$ cat config.mk
export PLATFORM = sky130hd
export DESIGN_NAME = mem_arbiter
export DESIGN_NICKNAME = d
export VERILOG_FILES = /design/src/rtl/mem_arb_pkg.sv /design/src/rtl/rr_arbiter.sv /design/src/rtl/mem_arbiter.sv
export SDC_FILE = /design/constraint.sdc
export NUM_CORES = 1
export LEC_CHECK = 0
export CAP_MARGIN = 20
export CORE_ASPECT_RATIO = 0.8
export CORE_MARGIN = 2
export CORE_UTILIZATION = 45
export DETAILED_ROUTE_END_ITERATION = 10
export HOLD_SLACK_MARGIN = 0.08
export PLACE_DENSITY = 0.85
export SYNTH_ARGS = -nofsm -noshare
export SYNTH_HDL_FRONTEND = slang
export SYNTH_HIERARCHICAL = 1
export SYNTH_SLANG_ARGS = --single-unit
export TNS_END_PERCENT = 5
$ cat constraint.sdc
create_clock -name clk -period 4.2 [get_ports clk]
set_input_delay 0.84 -clock clk [delete_from_list [all_inputs] [get_ports clk]]
set_output_delay 0.84 -clock clk [all_outputs]
set_load 0.01 [all_outputs]
$ cat src/rtl/mem_arb_pkg.sv
// Shared types and constants for the memory arbiter: sequencer states and the
// captured command layout.
package mem_arb_pkg;

    localparam int unsigned DEF_ADDR_W = 2;
    localparam int unsigned DEF_DATA_W = 8;
    // Wide enough to name any of up to 8 requesters.
    localparam int unsigned OWNER_W    = 3;

    typedef enum logic [1:0] {
        StIdle,
        StIssue,
        StRdWait,
        StResp
    } arb_state_e;

    typedef struct packed {
        logic                  write;
        logic [DEF_ADDR_W-1:0] addr;
        logic [DEF_DATA_W-1:0] wdata;
        logic [OWNER_W-1:0]    owner;
    } arb_cmd_t;

endpackage

$ cat src/rtl/rr_arbiter.sv
// Rotating-priority arbiter: combinational search from a pointer that advances
// past the winner only when the grant is consumed.
module rr_arbiter #(
    parameter int unsigned NUM_REQ = 2
) (
    input  logic                       clk,
    input  logic                       rst_n,
    input  logic [NUM_REQ-1:0]         req,
    input  logic                       update,
    output logic [NUM_REQ-1:0]         grant,
    output logic [$clog2(NUM_REQ)-1:0] grant_idx,
    output logic                       grant_any
);

    localparam int unsigned IDX_W = $clog2(NUM_REQ);
    localparam int unsigned CW    = IDX_W + 1;

    logic [IDX_W-1:0] ptr_q;
    logic [CW-1:0]    cand;
    logic             found;

    always_comb begin
        grant     = '0;
        grant_idx = '0;
        found     = 1'b0;
        cand      = '0;
        for (int i = 0; i < NUM_REQ; i++) begin
            cand = {1'b0, ptr_q} + CW'(i);
            if (cand >= CW'(NUM_REQ)) begin
                cand = cand - CW'(NUM_REQ);
            end
            if (!found && req[cand[IDX_W-1:0]]) begin
                found                   = 1'b1;
                grant[cand[IDX_W-1:0]]  = 1'b1;
                grant_idx               = cand[IDX_W-1:0];
            end
        end
    end

    assign grant_any = found;

    always_ff @(posedge clk or negedge rst_n) begin
        if (!rst_n) begin
            ptr_q <= '0;
        end else if (update) begin
            ptr_q <= (grant_idx == IDX_W'(NUM_REQ - 1)) ? '0 : grant_idx + 1'b1;
        end
    end

endmodule

$ cat src/rtl/mem_arbiter.sv
// Round-robin sequencer sharing a single-port memory between NUM_REQ requesters.
// One command is in flight at a time; read data returns to its owner.
module mem_arbiter
    import mem_arb_pkg::*;
#(
    parameter int unsigned NUM_REQ = 2,
    parameter int unsigned ADDR_W  = DEF_ADDR_W,
    parameter int unsigned DATA_W  = DEF_DATA_W
) (
    input  logic                      clk,
    input  logic                      rst_n,
    input  logic [NUM_REQ-1:0]        req_valid,
    input  logic [NUM_REQ-1:0]        req_write,
    input  logic [NUM_REQ*ADDR_W-1:0] req_addr,
    input  logic [NUM_REQ*DATA_W-1:0] req_wdata,
    output logic [NUM_REQ-1:0]        req_ready,
    output logic [NUM_REQ-1:0]        rsp_valid,
    output logic [DATA_W-1:0]         rsp_rdata,
    output logic                      mem_rst,
    output logic                      mem_wen,
    output logic                      mem_ren,
    output logic [ADDR_W-1:0]         mem_addr,
    output logic [DATA_W-1:0]         mem_wdata,
    input  logic [DATA_W-1:0]         mem_rdata
);

    localparam int unsigned IDX_W = $clog2(NUM_REQ);

    arb_state_e         state_q;
    arb_cmd_t           cmd_q;
    logic [NUM_REQ-1:0] grant;
    logic [IDX_W-1:0]   grant_idx;
    logic               grant_any;
    logic               ready_en;
    logic               handshake;

    // Grants are offered only while idle and after the memory has left reset.
    assign ready_en  = (state_q == StIdle) && !mem_rst;
    assign req_ready = ready_en ? grant : '0;
    assign handshake = ready_en && grant_any;

    rr_arbiter #(
        .NUM_REQ (NUM_REQ)
    ) u_rr_arbiter (
        .clk       (clk),
        .rst_n     (rst_n),
        .req       (req_valid),
        .update    (handshake),
        .grant     (grant),
        .grant_idx (grant_idx),
        .grant_any (grant_any)
    );

    always_ff @(posedge clk or negedge rst_n) begin
        if (!rst_n) begin
            mem_rst <= 1'b1;
        end else begin
            mem_rst <= 1'b0;
        end
    end

    // The capture register doubles as the memory address/data drivers, so both
    // hold their last value between commands.
    assign mem_addr  = cmd_q.addr;
    assign mem_wdata = cmd_q.wdata;

    always_ff @(posedge clk or negedge rst_n) begin
        if (!rst_n) begin
            state_q   <= StIdle;
            cmd_q     <= '0;
            mem_wen   <= 1'b0;
            mem_ren   <= 1'b0;
            rsp_valid <= '0;
            rsp_rdata <= '0;
        end else begin
            unique case (state_q)
                StIdle: begin
                    if (handshake) begin
                        cmd_q <= '{
                            write: req_write[grant_idx],
                            addr:  req_addr[grant_idx*ADDR_W +: ADDR_W],
                            wdata: req_wdata[grant_idx*DATA_W +: DATA_W],
                            owner: OWNER_W'(grant_idx)
                        };
                        mem_wen <= req_write[grant_idx];
                        mem_ren <= !req_write[grant_idx];
                        state_q <= StIssue;
                    end
                end
                StIssue: begin
                    mem_wen <= 1'b0;
                    mem_ren <= 1'b0;
                    state_q <= cmd_q.write ? StIdle : StRdWait;
                end
                StRdWait: begin
                    rsp_rdata <= mem_rdata;
                    rsp_valid <= NUM_REQ'(1) << cmd_q.owner;
                    state_q   <= StResp;
                end
                StResp: begin
                    rsp_valid <= '0;
                    state_q   <= StIdle;
                end
                default: state_q <= StIdle;
            endcase
        end
    end

endmodule

==> results.json, run 1 <==
{
  "cpMostUsedCell": "clkdlybuf4s50_1",
  "cts-root-buf": "clkbuf_8",
  "first_global_vias": 1065,
  "ioPinCount": 59,
  "cts_made_buffers": 3,
  "grt_use_total_pct": 17.9,
  "clock_sinks": 28,
  "dp_hpwl_um": 2070,
  "synth_area_leaders": "dfrtp_1, mux2i_1, nand2_1, buf_4, a21oi_2",
  "path_depth": 4,
  "setup_violations": 0,
  "min_path_type": "flip-flop to flip-flop",
  "outcome": "finished, final reports clean",
  "drive_gt1_share_pct": 10.2,
  "synthesis.area_sq_um": 1350,
  "netlist.area_leader.share_pct": 50.0,
  "powerDensity_nw_per_um2": 603,
  "antenna_found_initial": 0,
  "required_ps": 3360,
  "vias": 1003,
  "fillers": 235,
  "drt_iter0_markers": 31,
  "wl_per_cell_um": 12.7,
  "rows": 17,
  "final_hold_viol_count": 0,
  "synth_cell_types": 28,
  "vdd_drop_max_mv": 0.375,
  "syn_inst": 129,
  "ys_ff_latch": 28,
  "start_kind": "input pin",
  "clock_path_buffers": 2,
  "grt_max_degree": 29,
  "maxCapViolations": 0,
  "rsz0062_at_grt": "no",
  "max_clock_freq_mhz": 322,
  "path_buf_inv": 2,
  "ys_seq_area_share_pct": 51.9,
  "cts_hold_buf": 0,
  "die_w_um": 65.3,
  "nets": 212,
  "cts_max_level": 1,
  "overflow": 0,
  "clk_pin_slew_ps": 90,
  "fin_tns_setup_ps": 0,
  "portBuffers": 58,
  "fin_crit_ps": 3110,
  "clk_latency_ps": 270,
  "p_leak_uw": 0.000840,
  "crit_chain": "clkdlybuf4s50_1 -> a21boi_0 -> and2_1 -> clkdlybuf4s50_1",
  "syn2layout_area_growth_pct": 42.2,
  "critical_path.max_stage_delay_ps": 560,
  "cp_top_family": "buffers and inverters",
  "arrival_ps": 2270,
  "endpoint_kind": "primary output",
  "critical_path_class": "input pin to primary output",
  "ant_nets": 0,
  "yosysWarnings": 6,
  "grt_first_pass_wirelength_um": 4590,
  "diodes": 0,
  "p_total_uw": 1160,
  "post_cts_resized": 0,
  "ff2ff_path_depth": 5,
  "cts_tree": "built",
  "min_delay_path_depth": 2,
  "die_h_um": 53.0,
  "cts_setup_buffers": 0,
  "drt_wl_total_um": 2740,
  "synth_fp_nets": 163,
  "gp_congestion": 0.787,
  "core_area_sq_um": 2810,
  "slowest_stage": "clkdlybuf4s50_1",
  "drc_errors": 0,
  "cp_max_fo": 3,
  "avgSynthCellArea_sq_um": 10.5,
  "slew-limit-headroom_pct": 54.3,
  "drt_pre_antenna_iters": 4,
  "drv_slew": 0,
  "via_per_inst": 4.67,
  "yosys.area.top_type": "dfrtp_1",
  "fin_crit_sh_pct": 74.0,
  "clock-skew-final_ps": 4.83,
  "tightest_slew_ps": 685,
  "die_area_sq_um": 3460,
  "initial_core_util_pct": 48.2
}
==> metal layers <==
metal / global-route usage (%) / routed length, um
met1: 18.0 / 1120
met2: 35.0 / 1330
met3: 6.81 / 262
met4: 4.51 / 23
met5: 0 / 0
==> cell usage in the layout, fill, tap and decap left out, types with 2 or more instances in the layout <==
master	netlist	layout
clkdlybuf4s50_1	0	58
mux2i_1	11	11
clkbuf_8	0	3
and2_1	4	4
buf_4	11	2
a21oi_1	3	3
o21ai_0	2	2
dfrtp_1	27	27
nand2_1	26	26
inv_1	3	3
nand2b_1	3	3
a21oi_2	8	8
nor2_1	12	12
==> stage by stage <==
step / std cells / worst slack [ps] / utilization (%) / instance area, sq um / hold WS (ps)
floorplan: 129 / 2170 / - / 1350 / 437
global placement: 211 / 1160 / 66.9 / 1880 / 457
detailed placement: 211 / 1070 / 66.9 / 1880 / 465
CTS: 215 / 1060 / 68.5 / 1920 / 483
global route: 215 / 1060 / 68.5 / 1920 / 504
finish: 215 / 1090 / 68.5 / 1920 / 476
==> cell usage after synthesis <==
cell type and count:
conb_1 1, nand2_1 26, nand2b_1 3, or2_1 1, a21boi_0 1, nor2b_1 1
nor2_1 12, a21boi_1 1, buf_2 1, dfrtp_1 27, o211a_1 1, clkbuf_1 2
a21oi_1 3, o21ai_0 2, o22ai_1 1, mux2_2 1, and2_1 4, buf_4 11
nand2b_4 1, nor4b_4 1, inv_1 3, buf_6 2, a31oi_4 1, dfstp_2 1
nor3_1 1, o21a_1 1, a21oi_2 8, mux2i_1 11
==> where the power goes <==
group          switching (uW)  internal, uW
registers                79.4           391
clock network            79.6          68.0
logic                     235           308
total                     394           767
==> worst paths after layout <==
path	startpoint	to	slack (ps)
worst max-delay path	req_valid[0]	req_ready[0]	1090
worst min-delay path	rsp_rdata[4]$_DFFE_PN0P_	rsp_rdata[4]$_DFFE_PN0P_	480
worst max register to register	flip-flop	mem_wen$_DFFE_PN0P_	2450
worst min register to register	rsp_rdata[4]$_DFFE_PN0P_	rsp_rdata[4]$_DFFE_PN0P_	480
max in group asynchronous	rst_n	mem_rst$_DFF_PN1_	2960
min in group asynchronous	rst_n	mem_wdata[6]$_DFFE_PN0P_	940
==> cell families after synthesis <==
| logic type | after synthesis | synth area share [%] |
|---|---|---|
| AOI/OAI and AO/OA | 19 | 11.5 |
| buffers and inverters | 19 | 9.53 |
| DFF | 28 | 51.9 |
| muxes | 12 | 8.97 |
| other | 1 | 0.277 |
| and+or+nand+nor | 50 | 17.9 |
==> sequential cells by signal (all words and copies together) (netlist names), 2 cells and up, named ones only <==
register / flops
rsp_rdata: 8
mem_addr: 2
rsp_valid: 2
cmd_q: 2
mem_wdata: 8
==> cell type report <==
| type | count | area (sq um) | area share [%] |
|---|---|---|---|
| repair buffers | 60 | 596 | 31.0 |
| well taps | 38 | 47.5 | 2.47 |
| multi-input cells | 82 | 522 | 27.1 |
| inverters | 3 | 11.3 | 0.586 |
| flip-flops and latches | 28 | 702 | 36.5 |
| clock buffers | 4 | 45.0 | 2.34 |
==> worst min-delay path, cell delays in order (launching register included) <==
cell,delay [ps]
dfrtp_1,350
nand2_1,50
nand2_1,50
No activity file was read; power rests on OpenSTA's default activity.
==> run 2, diff against run 1 <==
- CORE_UTILIZATION: 45 -> 37
- PLACE_DENSITY: 0.85 -> 0.75
- clock period: 4.2 -> 2.5 ns (I/O delays scaled with it)
==> run 2 against run 1 <==
Against the previous run:
- total power increased by 79%
- sequential power increased by 69%
- final cell count increased by 3.3%
- routed wire length increased by 6.4%
- sequential share of layout area decreased by 0.99 points
- die area increased by 20%
- register-to-register slack got worse by 1500 ps
- clock skew increased by 3.5 ps
- count of clock-buffer cells in the layout decreased by 1
==> results.json, run 2 (synthesis results as in run 1) <==
{
  "fillers": 304,
  "nets": 215,
  "ant_nets": 0,
  "final_hold_viol_count": 0,
  "fin_crit_sh_pct": 95.1,
  "setup_violations": 0,
  "rows": 19,
  "via_per_inst": 4.59,
  "drt_wl_total_um": 2910,
  "die_area_sq_um": 4160,
  "cpMostUsedCell": "clkdlybuf4s50_1",
  "critical_path.max_stage_delay_ps": 530,
  "regArea_sq_um": 702,
  "slowest_stage": "clkdlybuf4s50_1",
  "p_leak_uw": 0.000868,
  "required_ps": 2000,
  "critical_path_class": "input pin to primary output",
  "die_h_um": 58.1,
  "tightest_slew_ps": 622,
  "cts_max_level": 1,
  "drc_errors": 0,
  "cts_tree": "built",
  "cp_max_fo": 3,
  "clk_latency_ps": 280,
  "drive_gt1_share_pct": 12.2,
  "cts_setup_buffers": 0,
  "maxCapViolations": 0,
  "die_w_um": 71.6,
  "multiInputGateArea_sq_um": 522,
  "placed_area_sq_um": 1910,
  "initial_core_util_pct": 39.0,
  "powerDensity_nw_per_um2": 1050,
  "final_common_cell": "clkdlybuf4s50_1",
  "fin_tns_setup_ps": 0,
  "rsz0062_at_grt": "no",
  "cts-root-buf": "clkbuf_8",
  "clock_path_buffers": 2,
  "reg2reg_slack_ps": 980,
  "drv_slew": 0,
  "cts_hold_buf": 0,
  "wl_per_cell_um": 13.1,
  "drt_pre_antenna_iters": 4,
  "clock_sinks": 28,
  "utilization_pct": 57.0,
  "overflow": 0,
  "drt_iter0_markers": 38,
  "core_area_sq_um": 3470,
  "fin_crit_ps": 2380,
  "dp_hpwl_um": 2170,
  "first_global_vias": 1033,
  "layout_common_cells": "clkdlybuf4s50_1, dfrtp_1, nand2_1",
  "diodes": 0,
  "rr_endpoint": "mem_wdata[4]$_DFFE_PN0P_",
  "cts_made_buffers": 3,
  "p_total_uw": 2070,
  "grt_first_pass_wirelength_um": 4740,
  "min_path_type": "flip-flop to flip-flop",
  "vias": 1019,
  "max_clock_freq_mhz": 421,
  "crit_chain": "clkdlybuf4s50_1 -> a21boi_0 -> and2_1 -> clkdlybuf4s50_1",
  "min_delay_path_depth": 1,
  "gp_congestion": 0.765,
  "clk_pin_slew_ps": 100,
  "start_kind": "input pin",
  "outcome": "finished, final reports clean",
  "arrival_ps": 1880,
  "hold_start": "cmd_q[13]$_DFFE_PN0P_",
  "syn2layout_area_growth_pct": 46.2,
  "stdcell_area_sq_um": 1980,
  "grt_max_degree": 29,
  "clock-skew-final_ps": 8.33,
  "post_cts_resized": 0,
  "ff2ff_path_depth": 5,
  "ioPinCount": 59,
  "slew-limit-headroom_pct": 58.4,
  "vdd_drop_max_mv": 0.661,
  "grt_use_total_pct": 14.8,
  "endpoint_kind": "primary output",
  "antenna_found_initial": 0,
  "portBuffers": 58
}
run 2: cell types whose count changed in the layout (fill, tap and decap cells not counted), sizes merged:
| cell | before | now |
|---|---|---|
| buf | 2 | 5 |
| bufinv | 0 | 1 |
| clkbuf | 4 | 3 |
run 2: routing by layer:
| metal | GRT usage, % | vias up | share of wire (%) |
|---|---|---|---|
| met3 | 6.09 | 0 | 9.0 |
| met5 | 0 | - | 0 |
| met1 | 18.0 | 471 | 44 |
| met4 | 1.62 | 0 | 0 |
| met2 | 25.7 | 43 | 47 |
| li1 | - | 505 | - |
run 2: critical path, delay by kind of cell:
family	cells	cell delay, ps
buf+inv	2	1060
compound gates	1	180
simple gates	1	140
run 2: power by group:
group | internal [uW] | leakage, uW | switching [uW] | total [uW]
Clock | 214 | 0.0000357 | 142 | 356
Combinational | 525 | 0.000504 | 400 | 925
Sequential | 656 | 0.000329 | 135 | 792
Total | 1400 | 0.000868 | 677 | 2070
run 2: per-stage QoR:
step	worst slack, ps	std cells	hold slack (ps)
2_1_floorplan	1000	129	204
3_3_place_gp	145	218	448
3_5_place_dp	120	218	461
4_1_cts	115	222	484
5_1_grt	36.7	222	503
6_report	122	222	480
run 2: cell type report:
type	count	area share, %
tap	42	2.66
clock buffer	3	2.09
timing repair buffer	63	31.3
inverter	3	0.570
clock inverter	1	1.52
multi-input combinational	82	26.4
sequential	28	35.5
run 2: how the worst max path moves through the flow:
stage / startpoint / endpoint / slack, ps / cells past startpoint
2_1_floorplan: req_valid[1] / flip-flop / 1000 / 5
3_3_place_gp: req_valid[0] / req_ready[0] / 150 / 4
3_5_place_dp: req_valid[0] / req_ready[1] / 120 / 5
4_1_cts: req_valid[0] / req_ready[0] / 110 / 4
5_1_grt: req_valid[0] / req_ready[0] / 40 / 4
6_report: req_valid[0] / req_ready[0] / 120 / 4
